--- src/rtl/seq_lock.sv ---
// seq_lock: parametrised sequential combination lock.
// Digits arrive on value/new_digit; a full correct code opens the lock,
// repeated failures trigger a timed lockout, and the code can be
// reprogrammed while open.
module seq_lock #(
    parameter int DIGIT_W        = 4,
    parameter int CODE_LEN       = 3,
    parameter int MAX_FAIL       = 3,
    parameter int LOCKOUT_CYCLES = 16,
    localparam int IDX_W  = (CODE_LEN > 1) ? $clog2(CODE_LEN) : 1,
    localparam int PROG_W = $clog2(CODE_LEN + 1),
    localparam int FAIL_W = $clog2(MAX_FAIL + 1)
) (
    input  logic               clock,
    input  logic               reset_n,
    input  logic [DIGIT_W-1:0] value,
    input  logic               new_digit,
    input  logic               relock,
    input  logic               code_we,
    input  logic [IDX_W-1:0]   code_idx,
    input  logic [DIGIT_W-1:0] code_data,
    output logic               opened,
    output logic               locked_out,
    output logic [PROG_W-1:0]  progress,
    output logic [FAIL_W-1:0]  fail_count
);

    localparam int TMR_W = $clog2(LOCKOUT_CYCLES + 1);

    localparam logic [PROG_W-1:0] LAST_POS   = PROG_W'(CODE_LEN - 1);
    localparam logic [FAIL_W-1:0] FAIL_LIMIT = FAIL_W'(MAX_FAIL);
    localparam logic [IDX_W:0]    CODE_LEN_X = (IDX_W + 1)'(CODE_LEN);
    localparam logic [TMR_W-1:0]  TMR_LOAD   = TMR_W'(LOCKOUT_CYCLES);
    localparam logic [TMR_W-1:0]  TMR_LAST   = TMR_W'(1);

    typedef enum logic [1:0] {
        ST_ENTRY,
        ST_OPEN,
        ST_LOCKOUT
    } state_t;

    state_t             state;
    logic [DIGIT_W-1:0] code [CODE_LEN];
    logic [TMR_W-1:0]   timer;

    logic               digit_ok;
    logic               code_idx_ok;
    logic [FAIL_W-1:0]  fail_inc;

    // Digit comparison against the expected position, saturating fail increment
    always_comb begin
        digit_ok    = (value == code[progress[IDX_W-1:0]]);
        code_idx_ok = ({1'b0, code_idx} < CODE_LEN_X);
        fail_inc    = (fail_count == FAIL_LIMIT) ? fail_count : fail_count + 1'b1;
    end

    // Lock state machine, code storage and lockout timer with registered outputs
    always_ff @(posedge clock) begin
        if (!reset_n) begin
            state      <= ST_ENTRY;
            progress   <= '0;
            fail_count <= '0;
            opened     <= 1'b0;
            locked_out <= 1'b0;
            timer      <= '0;
            for (int unsigned i = 0; i < CODE_LEN; i++) begin
                code[i] <= DIGIT_W'(i + 1);
            end
        end else begin
            case (state)
                ST_ENTRY: begin
                    if (new_digit) begin
                        if (digit_ok) begin
                            if (progress == LAST_POS) begin
                                state      <= ST_OPEN;
                                opened     <= 1'b1;
                                progress   <= '0;
                                fail_count <= '0;
                            end else begin
                                progress <= progress + 1'b1;
                            end
                        end else begin
                            progress   <= '0;
                            fail_count <= fail_inc;
                            if (fail_inc == FAIL_LIMIT) begin
                                state      <= ST_LOCKOUT;
                                locked_out <= 1'b1;
                                timer      <= TMR_LOAD;
                            end
                        end
                    end
                end

                ST_OPEN: begin
                    if (code_we && code_idx_ok) begin
                        code[code_idx] <= code_data;
                    end
                    if (relock) begin
                        state    <= ST_ENTRY;
                        opened   <= 1'b0;
                        progress <= '0;
                    end
                end

                ST_LOCKOUT: begin
                    if (timer == TMR_LAST) begin
                        state      <= ST_ENTRY;
                        locked_out <= 1'b0;
                        fail_count <= '0;
                        timer      <= '0;
                    end else begin
                        timer <= timer - 1'b1;
                    end
                end

                default: begin
                    state      <= ST_ENTRY;
                    opened     <= 1'b0;
                    locked_out <= 1'b0;
                    progress   <= '0;
                end
            endcase
        end
    end

endmodule
--- config.mk ---
export PLATFORM = sky130hd
export DESIGN_NAME = seq_lock
export DESIGN_NICKNAME = d
export VERILOG_FILES = /design/src/rtl/seq_lock.sv
export SDC_FILE = /design/constraint.sdc
export NUM_CORES = 1
export LEC_CHECK = 0
export CAP_MARGIN = 25
export CORE_ASPECT_RATIO = 1.2
export CORE_UTILIZATION = 35
export DETAILED_ROUTE_END_ITERATION = 6
export PLACE_DENSITY = 0.58
export SLEW_MARGIN = 10
export SYNTH_ARGS = -nofsm -noshare
export SYNTH_HDL_FRONTEND = slang
export SYNTH_SLANG_ARGS = --single-unit
--- constraint.sdc ---
create_clock -name clock -period 2.55 [get_ports clock]
set_input_delay 0.51 -clock clock [delete_from_list [all_inputs] [get_ports clock]]
set_output_delay 0.51 -clock clock [all_outputs]
set_load 0.1 [all_outputs]
=== Yosys cells after proc, flatten, opt, wreduce, memory -nomap -nowiden ===
Memory sizes are Yosys's and may differ from the RTL's. A register that Yosys moved wholly into a read port is not among the register bits.
Index checks and enable logic that the tools add are counted.

* Input bits: 15
* Logic and storage cells: 80
* Memory bits (writable): 12
* Bits in registers: 13
* Memories kept: 1

{| class="wikitable"
|+ Memory list
! memory !! depth !! bits a word !! read ports !! clocked after memory_dff !! wr ports !! RTL line !! source
|-
| code || 3 || 4 || 1 || 1 || 3 || 43 || <nowiki>logic [DIGIT_W-1:0] code [CODE_LEN];</nowiki>
|}

* $add $sub $neg: 3
* Muxes and demuxes: 41
* Reductions and logical operators: 10
* Equal/unequal tests: 16
* $lt $le $gt $ge: 1
* Bitwise logic cells: 2

{| class="wikitable"
|+ Operator list
! kind !! count
|-
| two-way mux 2 bit || 16
|-
| two-way mux 5 bit || 4
|-
| AND reduction 5 bit || 3
|-
| two-way mux 1 bit || 14
|-
| inequality test 2 bit (second input constant) || 7
|-
| one-hot mux 2 bit (3 select lines) || 2
|-
| one-hot mux 5 bit (2 select lines) || 1
|-
| equality test 2 bit (second input constant) || 4
|-
| AND reduction 4 bit || 2
|-
| inequality test 3 bit (second input constant) || 2
|-
| one-hot mux 1 bit (3 select lines) || 2
|-
| equality test 5 x 1 -> 1 bit (second input constant) || 1
|-
| subtractor 5 x 1 -> 5 bit (second input constant) || 1
|-
| adder 2 x 1 -> 2 bit (second input constant) || 2
|-
| equality test 4 bit || 1
|-
| two-way mux 4 bit || 1
|-
| one-hot mux 2 bit (2 select lines) || 1
|-
| OR reduction 4 bit || 1
|-
| AND reduction 3 bit || 1
|-
| equality test 2 x 1 -> 1 bit (second input constant) || 1
|-
| logical NOT 2 bit || 1
|-
| < comparator 2 bit (second input constant) || 1
|-
| NOT 1 bit || 2
|-
| nonzero test 2 bit || 1
|-
| logical AND 1 bit || 1
|}

=== Longest topological paths before layout ===
* Depth in word-level cells: 8
* Gate-level depth with buffers: 7

=== Worst setup path after synthesis ===
Ideal clock, no wire load.

* Kind: register to register
* Start: register progress[0]
* End: register with a tool-made name
* Cell stages (with the launch flop): 4
* Path slack: 0.486 ns
* Library setup time: 0.077 ns
* Buffers on the path: 0
* Data arrival time: 1.986 ns
* Cell sequence: dfxtp_1 -> or3b_2 -> or4_1 -> a21boi_1

{| class="wikitable"
|+ RTL lines
! what !! RTL line !! source
|-
| start, declared || 24 || <nowiki>output logic [PROG_W-1:0] progress,</nowiki>
|-
| start signal, assigned || 80 || <nowiki>progress <= progress + 1'b1;</nowiki>
|}

==> qor_table.md <==
| Item | This run |
|:---|:---|
| Adder and majority gate portion of the synthesized area | 0.0165 |
| Cts hold-fix bufs | 0 |
| Clock buffers created by TritonCTS | 5 |
| Post-synth top cells | sky130_fd_sc_hd__edfxtp_1 (16), sky130_fd_sc_hd__dfxtp_1 (15), sky130_fd_sc_hd__and2_1 (10), sky130_fd_sc_hd__nand2b_1 (10), sky130_fd_sc_hd__nor2_1 (8) |
| Wire length on met3 | 137 um |
| Fraction of post-synthesis cell area in the top cell type by area | 0.316 |
| Post-synth top flop | sky130_fd_sc_hd__edfxtp_1 |
| Worst min path class | flop to flop |
| Buffer type at the clock tree root | sky130_fd_sc_hd__clkbuf_8 |
| Overall routed net length | 3040 um |
| Count of TritonRoute iterations in the first routing pass | 4 |
| End of the critical path | timer[1] |
| Maximum fanout along the worst path | 9 |
| Largest family of logic cells by synthesized area | simple AND/OR/NAND/NOR gates |
| Cell variety after synth | 44 |
| Placed wire-length estimate after detailed placement | 2270 um |
| Number of enable-type register cells in the synthesized netlist | 16 |
| Pin count of the biggest net entering global routing | 19 |
| Critical path start-end classification | flop to flop |
| Finish-stage setup viols | 0 |
| Count of nets left with antenna violations after detail routing | 0 |
| Complex-gate fraction of the synthesized area | 0.146 |
| Count of inserted antenna diode cells | 0 |
| Static leakage | 0.730 nW |
| Routed length on met1 | 1200 um |
| Initial DRC count | 52 |
| Cell count after synthesis | 134 |
| Cts repair resizes | 0 |
| Count of warnings emitted by yosys | 0 |
| Endpoint of the worst-slack reg-to-reg timing path | timer[1] |
| Data required, critical path | 2.78 ns |
| Site Rows | 25 |
| Tot GR Track Use | 0.151 |
| TritonCTS clock tree | built |
| Basic-gate share of the synthesized area counting and, or, nand and nor cells | 0.189 |
| Minimum clock period after layout | 2.25 ns |
| Port Buffer Count | 20 |
| Setup skew after layout | 0.00680 ns |
| Worst EP arrival | 2.48 ns |
| Worst-case vdd ir drop | 0.347 mV |
| Dominant cells by area after synthesis | sky130_fd_sc_hd__edfxtp_1 (32%), sky130_fd_sc_hd__dfxtp_1 (20%), sky130_fd_sc_hd__mux4_1 (5.2%), sky130_fd_sc_hd__and2_1 (4.1%), sky130_fd_sc_hd__nand2b_1 (4.1%) |
| Total congestion overflow | 0 |
| Initial antenna violation count | 0 |
| Run status | completed |
| Die Wd | 62.1 um |
| Clock network latency to the later pin of the worst-skew pair | 0.29 ns |
| Ratio of final minimum period to clock period | 0.882 |
| Kind of capture point of the worst setup path | flop |
| Max capacitance violation total | 0 |
| Post-DR vias/cell | 5.23 |
| Setup slack on the worst flop-to-flop path | 0.30 ns |
| Syn Std Cell Area | 0.00152 mm2 |
| Wire length of the first global-routing pass | 5150 um |
| Power Dens Cells | 661 mW/mm2 |
| Number of hold violations in the final report | 0 |
| Number of nets at the end of the flow | 182 |
| Portion of netlist area occupied by mux cells | 0.0799 |
| Htree depth | 2 |
| P&R area growth vs syn | 27.8% |
| Overall power | 0.00128 W |
| Detailed-route via count | 1151 |
| Die Ht | 74.2 um |
| TritonCTS sink count | 31 |
| Topmost layer with routed signal wires | met4 |
| Ratio of cells with drive above 1 in the final layout | 0.145 |
| Routability Congestion | 0.784 |
| Setup repair after global routing missed its margin | no |
| DRC violations left | 0 |
| Die Footprint | 0.00461 mm2 |
| Transition at the pin with the smallest max-transition slack | 0.483 ns |
| Buffers from clock root to sink, at most | 2 |
| Per-cell routed wire length | 13.8 um |
| Fraction of the yosys area taken by sequential cells | 0.514 |
| Number of buffers added for setup after CTS | 0 |
| Most common cell in the synthesized netlist | sky130_fd_sc_hd__edfxtp_1 |
| Filler Cells Inserted | 385 |
| Async S/R FF share, synth | 0 |
| Total length of routed met2 wires | 1630 um |
| Count of pins over their slew limit | 0 |
| Core Box Area | 0.00404 mm2 |
| Fmax | 445 MHz |
| CP Launch Type | flop |
| Number of flip-flops and latches in the synthesized netlist | 31 |
| Synthesized area per cell | 11.3 um2 |
| Initial core utilization | 0.376 |
| Fraction of synthesized cell area in xor and xnor cells | 0.0231 |
| Cell type contributing the most total cell area after synthesis | sky130_fd_sc_hd__edfxtp_1 |
| Clock Pin Slew Worst Setup and Hold Paths | 0.07 ns |
| Tightest slew margin relative to the limit | 0.674 |
| FF-to-FF path depth | 6 |
| Number of global-route vias before repair | 1127 |
| Sum of negative setup slack | 0 ns |
| IO Pins | 21 |
==> state kept, by name, indices dropped and copies added (netlist names), named ones only <==
signal and cells:
code 16, fail_count 2, locked_out 1, opened 1
progress 2, state 2, timer 5
==> report_power, final <==
part | total, W | leakage (nW) | internal [W] | switching [W]
clock | 0.000584 | 0.0644 | 0.000390 | 0.000194
combinational | 0.000142 | 0.395 | 0.0000583 | 0.0000838
sequential | 0.000558 | 0.271 | 0.000543 | 0.0000142
total | 0.00128 | 0.730 | 0.000991 | 0.000293
==> worst min path at each step <==
| stage | slack [ns] | startpoint | endpoint | cells after the start |
|---|---|---|---|---|
| finish | 0.51 | timer[1] | timer[1] | 1 |
| detailed placement | 0.49 | timer[1] | timer[1] | 1 |
| global placement | 0.47 | timer[1] | timer[1] | 1 |
| floorplan | 0.46 | timer[1] | timer[1] | 1 |
| global route | 0.54 | locked_out | locked_out | 1 |
| CTS | 0.51 | timer[1] | timer[1] | 1 |
==> per-layer routing <==
layer / up-vias / global-route usage
met1: 553 / 0.143
li1: 561 / -
met2: 30 / 0.286
met3: 7 / 0.0521
met4: 0 / 0.0930
met5: - / 0
==> worst max-delay path, stage by stage (launching register included) <==
cell and delay (ns):
sky130_fd_sc_hd__dfxtp_1 0.44, sky130_fd_sc_hd__mux4_1 0.59, sky130_fd_sc_hd__xnor2_1 0.17, sky130_fd_sc_hd__nand4_1 0.20
sky130_fd_sc_hd__buf_4 0.23, sky130_fd_sc_hd__a31oi_1 0.38, sky130_fd_sc_hd__a32o_1 0.18
==> stage by stage <==
step	instances	cell area [um2]	util	hold slack, ns	worst slack (ns)
2_1_floorplan	137	1530	-	0.458	0.486
3_3_place_gp	212	1810	0.447	0.472	0.189
3_5_place_dp	212	1810	0.447	0.491	0.0666
4_1_cts	220	1940	0.481	0.508	0.268
5_1_grt	220	1940	0.481	0.540	0.119
6_report	220	1940	0.481	0.507	0.301
==> placed cells by master (no fill, tap or decap), drive strengths merged, types with 5 or more instances in the layout <==
cell / n
clkdlybuf4s50: 14
nor2: 8
and2: 10
o21ai: 7
buf: 12
clkbuf: 5
inv: 6
edfxtp: 16
nand2b: 10
dfxtp: 15
==> final cells by class <==
cell class | instances | area [um2] | area share
Clock buffer | 5 | 68.8 | 0.0354
Clock inverter | 3 | 67.6 | 0.0348
Inverter | 6 | 22.5 | 0.0116
Multi-Input combinational cell | 95 | 704 | 0.363
Sequential cell | 31 | 781 | 0.402
Tap cell | 54 | 67.6 | 0.0348
Timing Repair Buffer | 26 | 230 | 0.119
==> cells by family after synthesis <==
| family | after synthesis |
|---|---|
| AND/OR/NAND/NOR | 50 |
| flip-flops | 31 |
| XOR/XNOR | 4 |
| buffers and inverters | 11 |
| adder cells (fa/ha/maj) | 2 |
| AO/OA/AOI/OAI | 29 |
| other | 1 |
| multiplexers | 6 |
Note: power is estimated with default switching activity, not from simulation.
==> RTL change 1: new RTL, same flow settings <==
Register the inputs `value`, `new_digit`, `relock`, `code_we`, `code_idx` and `code_data` before use, cleared by the reset. The logic sees them one clock later.
--- a/src/rtl/seq_lock.sv
+++ b/src/rtl/seq_lock.sv
@@ -39,6 +39,31 @@
         ST_LOCKOUT
     } state_t;
 
+    logic [DIGIT_W-1:0] value_q;
+    logic new_digit_q;
+    logic relock_q;
+    logic code_we_q;
+    logic [IDX_W-1:0] code_idx_q;
+    logic [DIGIT_W-1:0] code_data_q;
+
+    always_ff @(posedge clock) begin
+        if (!reset_n) begin
+            value_q     <= '0;
+            new_digit_q <= '0;
+            relock_q    <= '0;
+            code_we_q   <= '0;
+            code_idx_q  <= '0;
+            code_data_q <= '0;
+        end else begin
+            value_q     <= value;
+            new_digit_q <= new_digit;
+            relock_q    <= relock;
+            code_we_q   <= code_we;
+            code_idx_q  <= code_idx;
+            code_data_q <= code_data;
+        end
+    end
+
     state_t             state;
     logic [DIGIT_W-1:0] code [CODE_LEN];
     logic [TMR_W-1:0]   timer;
@@ -49,8 +74,8 @@
 
     // Digit comparison against the expected position, saturating fail increment
     always_comb begin
-        digit_ok    = (value == code[progress[IDX_W-1:0]]);
-        code_idx_ok = ({1'b0, code_idx} < CODE_LEN_X);
+        digit_ok    = (value_q == code[progress[IDX_W-1:0]]);
+        code_idx_ok = ({1'b0, code_idx_q} < CODE_LEN_X);
         fail_inc    = (fail_count == FAIL_LIMIT) ? fail_count : fail_count + 1'b1;
     end
 
@@ -69,7 +94,7 @@
         end else begin
             case (state)
                 ST_ENTRY: begin
-                    if (new_digit) begin
+                    if (new_digit_q) begin
                         if (digit_ok) begin
                             if (progress == LAST_POS) begin
                                 state      <= ST_OPEN;
@@ -92,10 +117,10 @@
                 end
 
                 ST_OPEN: begin
-                    if (code_we && code_idx_ok) begin
-                        code[code_idx] <= code_data;
+                    if (code_we_q && code_idx_ok) begin
+                        code[code_idx_q] <= code_data_q;
                     end
-                    if (relock) begin
+                    if (relock_q) begin
                         state    <= ST_ENTRY;
                         opened   <= 1'b0;
                         progress <= '0;
Check against the original RTL: not equivalent (Yosys sat finds a counterexample within 4 cycles, from zero or initial values and one cycle with reset_n low).
==> RTL change 1 against the original RTL <==
Total power is 11% higher. Worst setup slack gained 0.050 ns. Via count rose by 10%. Critical path type unchanged. Hold slack lost 0.023 ns. Largest cell class unchanged. Synthesized area up 23%. Sequential cell count rose by 13. Maximum frequency up 2.3%. Global-route usage shrank 0.66 points. First-iteration DRC count is 110% higher. Wire length grew 13%. Final area increased by 17%. Count of clock-buffer cells in the layout increased by 1. Die area up 22%. Highest routed layer unchanged.
==> RTL change 1: results <==
export IMPL_yosys_most_used_dff="dfxtp_1"
export IMPL_finalSetupViolCount=0
export IMPL_grt_pass1_wl_mm=5.58
export IMPL_ys_seq_area_share_pct=55.7
export IMPL_yosys_top_cells_count="dfxtp_1, and2_1, edfxtp_1, nand2b_1, inv_1"
export IMPL_status="completed"
export IMPL_synthMuxAreaShare_pct=5.62
export IMPL_holdWs_ns=0.484
export IMPL_ir_drop_mv=0.373
export IMPL_place_area_sq_um=2150
export IMPL_arrival_ns=2.40
export IMPL_power_internal_mw=1.11
export IMPL_grt_pass1_vias=1148
export IMPL_synth_xor_area_share_pct=1.87
export IMPL_drive_gt1_share_pct=13.0
export IMPL_rrSetupSlack_ns=0.35
export IMPL_drtIter0Drc=109
export IMPL_ys_types=45
export IMPL_leakagePower_nw=0.842
export IMPL_vias=1266
export IMPL_fin_skew_ns=0.00597
export IMPL_grt_start_max_net_pins=25
export IMPL_dp_hpwl_mm=2.46
export IMPL_htreeDepth=2
export IMPL_critPathTopFamily="simple AND/OR/NAND/NOR gates"
export IMPL_synth_area_leaders="dfxtp_1, edfxtp_1, and2_1"
export IMPL_final_nets=208
export IMPL_dr_pass1_iters=4
export IMPL_synth_compound_area_share_pct=13.0
export IMPL_synth_fa_ha_area_share_pct=1.34
export IMPL_max_slew_margin_pct=56.7
export IMPL_track_usage_pct=14.5
export IMPL_clockBufferDepth=2
export IMPL_critical_path_max_fanout=10
export IMPL_routed_wl_mm=3.43
export IMPL_place_congestion=0.800
-- RTL change 1: cell types whose count changed after synthesis, moves of 3 or more --
cell     before  now
a21oi_1       2    5
and2_1       10   21
dfxtp_1      15   28
o21ai_0       7    4
-- RTL change 1: path summary, 6_finish.rpt --
check,start,to,cells past startpoint
worst max-delay path,register,timer[3],5
worst max register to register,register,timer[3],5
worst min-delay path,code_data_q[2],code[3][2],0
worst min register to register,code_data_q[2],code[3][2],0
-- RTL change 1: final cells by class --
| class | instances | area, sq um |
|---|---|---|
| clock inverters | 2 | 38.8 |
| inverters | 8 | 30.0 |
| repair buffers | 25 | 223 |
| clock buffers | 6 | 82.6 |
| multi-input cells | 107 | 783 |
| flip-flops and latches | 44 | 1040 |
| fillers | 477 | 2770 |
| well taps | 60 | 75.1 |
-- RTL change 1: per-stage QoR --
| step | std cells | power [mW] | setup WS (ns) |
|---|---|---|---|
| floorplan | 164 | 0.838 | 0.634 |
| global placement | 244 | 0.874 | 0.424 |
| detailed placement | 244 | 0.877 | 0.400 |
| CTS | 252 | 1.44 | 0.334 |
| global route | 252 | 1.48 | 0.199 |
| finish | 252 | 1.42 | 0.351 |
-- RTL change 1: power groups by stage --
stage / logic [mW] / clock network [mW] / registers [mW]
2_1_floorplan: 0.0465 / 0 / 0.791
3_3_place_gp: 0.0959 / 0 / 0.778
3_5_place_dp: 0.0979 / 0 / 0.780
4_1_cts: 0.0987 / 0.574 / 0.763
5_1_grt: 0.107 / 0.608 / 0.766
6_report: 0.0983 / 0.558 / 0.763
-- RTL change 1: metal layers --
metal | vias up | GRT usage, % | share of wire, %
met5 | - | 0 | 0
met4 | 0 | 6.73 | 1.9
met3 | 6 | 4.17 | 3.7
met2 | 26 | 23.5 | 50
met1 | 590 | 17.4 | 45
li1 | 644 | - | -
==> RTL change 2: new RTL, config.mk and constraints unchanged <==
Without the edit above. Change the parameter `MAX_FAIL` from 3 to 5.
--- a/src/rtl/seq_lock.sv
+++ b/src/rtl/seq_lock.sv
@@ -5,7 +5,7 @@
 module seq_lock #(
     parameter int DIGIT_W        = 4,
     parameter int CODE_LEN       = 3,
-    parameter int MAX_FAIL       = 3,
+    parameter int MAX_FAIL       = 5,
     parameter int LOCKOUT_CYCLES = 16,
     localparam int IDX_W  = (CODE_LEN > 1) ? $clog2(CODE_LEN) : 1,
     localparam int PROG_W = $clog2(CODE_LEN + 1),
Ports: changed (resized fail_count); port bits go from 21 to 22. No check against the original RTL was run, so the function may have changed too.
==> RTL change 2 against the original RTL <==
Count of clock-buffer cells in the layout up 1. Wire length up 20%. Clock power decreased by 38%. Worst setup slack gained 0.11 ns. Total power shrank 15%. Hold slack worse by 0.0046 ns. Final area is 6.8% higher. Synthesized area is 15% higher. Sequential cell count increased by 1. Clock skew is 0.0020 ns higher. First-iteration DRC count up 150%. Critical path type unchanged. Largest cell class is now multi-input gates. Largest power group is now sequential cells. Highest routed layer unchanged.
==> RTL change 2: results <==
export IMPL_r2r_cells=7
export IMPL_syn_to_final_growth_pct=18.3
export IMPL_pwr_group_clock_uw=362
export IMPL_n_fill_cell=449
export IMPL_inverters_excl_clock=4
export IMPL_hp_start="locked_out"
export IMPL_start_util_pct=37.4
export IMPL_buf_share_pct=11.1
export IMPL_slowest_delay_ns=0.41
export IMPL_vias=1349
export IMPL_clkCellAreaFrac_pct=3.86
export IMPL_synth_area_leaders="edfxtp_1, dfxtp_1, and2_1"
export IMPL_holdWs_ns=0.502
export IMPL_critPathTopFamily="simple AND/OR/NAND/NOR gates"
export IMPL_arrival_ns=2.29
export IMPL_routedWlPerCell_um=14.5
export IMPL_avgSynthCellArea_sq_um=10.6
export IMPL_drive_gt1_share_pct=12.4
export IMPL_critical_path_max_fanout=10
export IMPL_n_clock_buffer=6
export IMPL_grt_pass1_wl_mm=6.31
export IMPL_multi_input_area_share_pct=42.2
export IMPL_drtIter0Drc=129
export IMPL_routed_wl_mm=3.65
export IMPL_place_congestion=0.835
export IMPL_ir_drop_mv=0.301
export IMPL_pre_cts_ws_ns=0.286
export IMPL_yosys_top_cells_count="dfxtp_1, edfxtp_1, and2_1, nand2_1, nand2b_1"
export IMPL_ys_seq_area_share_pct=45.6
export IMPL_period_minus_slack_ns=2.14
export IMPL_status="completed"
export IMPL_leakagePower_nw=0.775
export IMPL_fin_skew_ns=0.00882
export IMPL_clock_sinks=32
export IMPL_cp_slowest_cell="dfxtp_1"
-- RTL change 2: cell count changes in the layout (fill, tap and decap cells not counted), moves of 3 or more --
| cell | change |
|---|---|
| a21oi_1 | +3 |
| a32o_1 | +3 |
| mux2i_1 | +3 |
| nand2_1 | +6 |
| nand3_1 | +3 |
| nor3_1 | +4 |
| o22ai_1 | +4 |
-- RTL change 2: metal layers --
layer	up-vias	routed length (um)	track usage, %
met2	54	1930	28.5
met3	14	210	3.57
li1	664	-	-
met1	617	1400	16.5
met4	0	104	8.94
met5	-	0	0
-- RTL change 2: cell families (layout without fill, tap and decap cells) --
kind of cell               Yosys count  count (layout)  synth area share [%]
AOI/OAI and AO/OA                   37              37                  15.1
DFF                                 32              32                  45.6
xor gates and xnor gates             7               7                  4.35
muxes                                8               8                  6.49
other                                1               4                 0.214
adders and majority gates            4               4                  2.85
and+or+nand+nor                     64              64                  20.2
buffers and inverters               13              38                  5.13
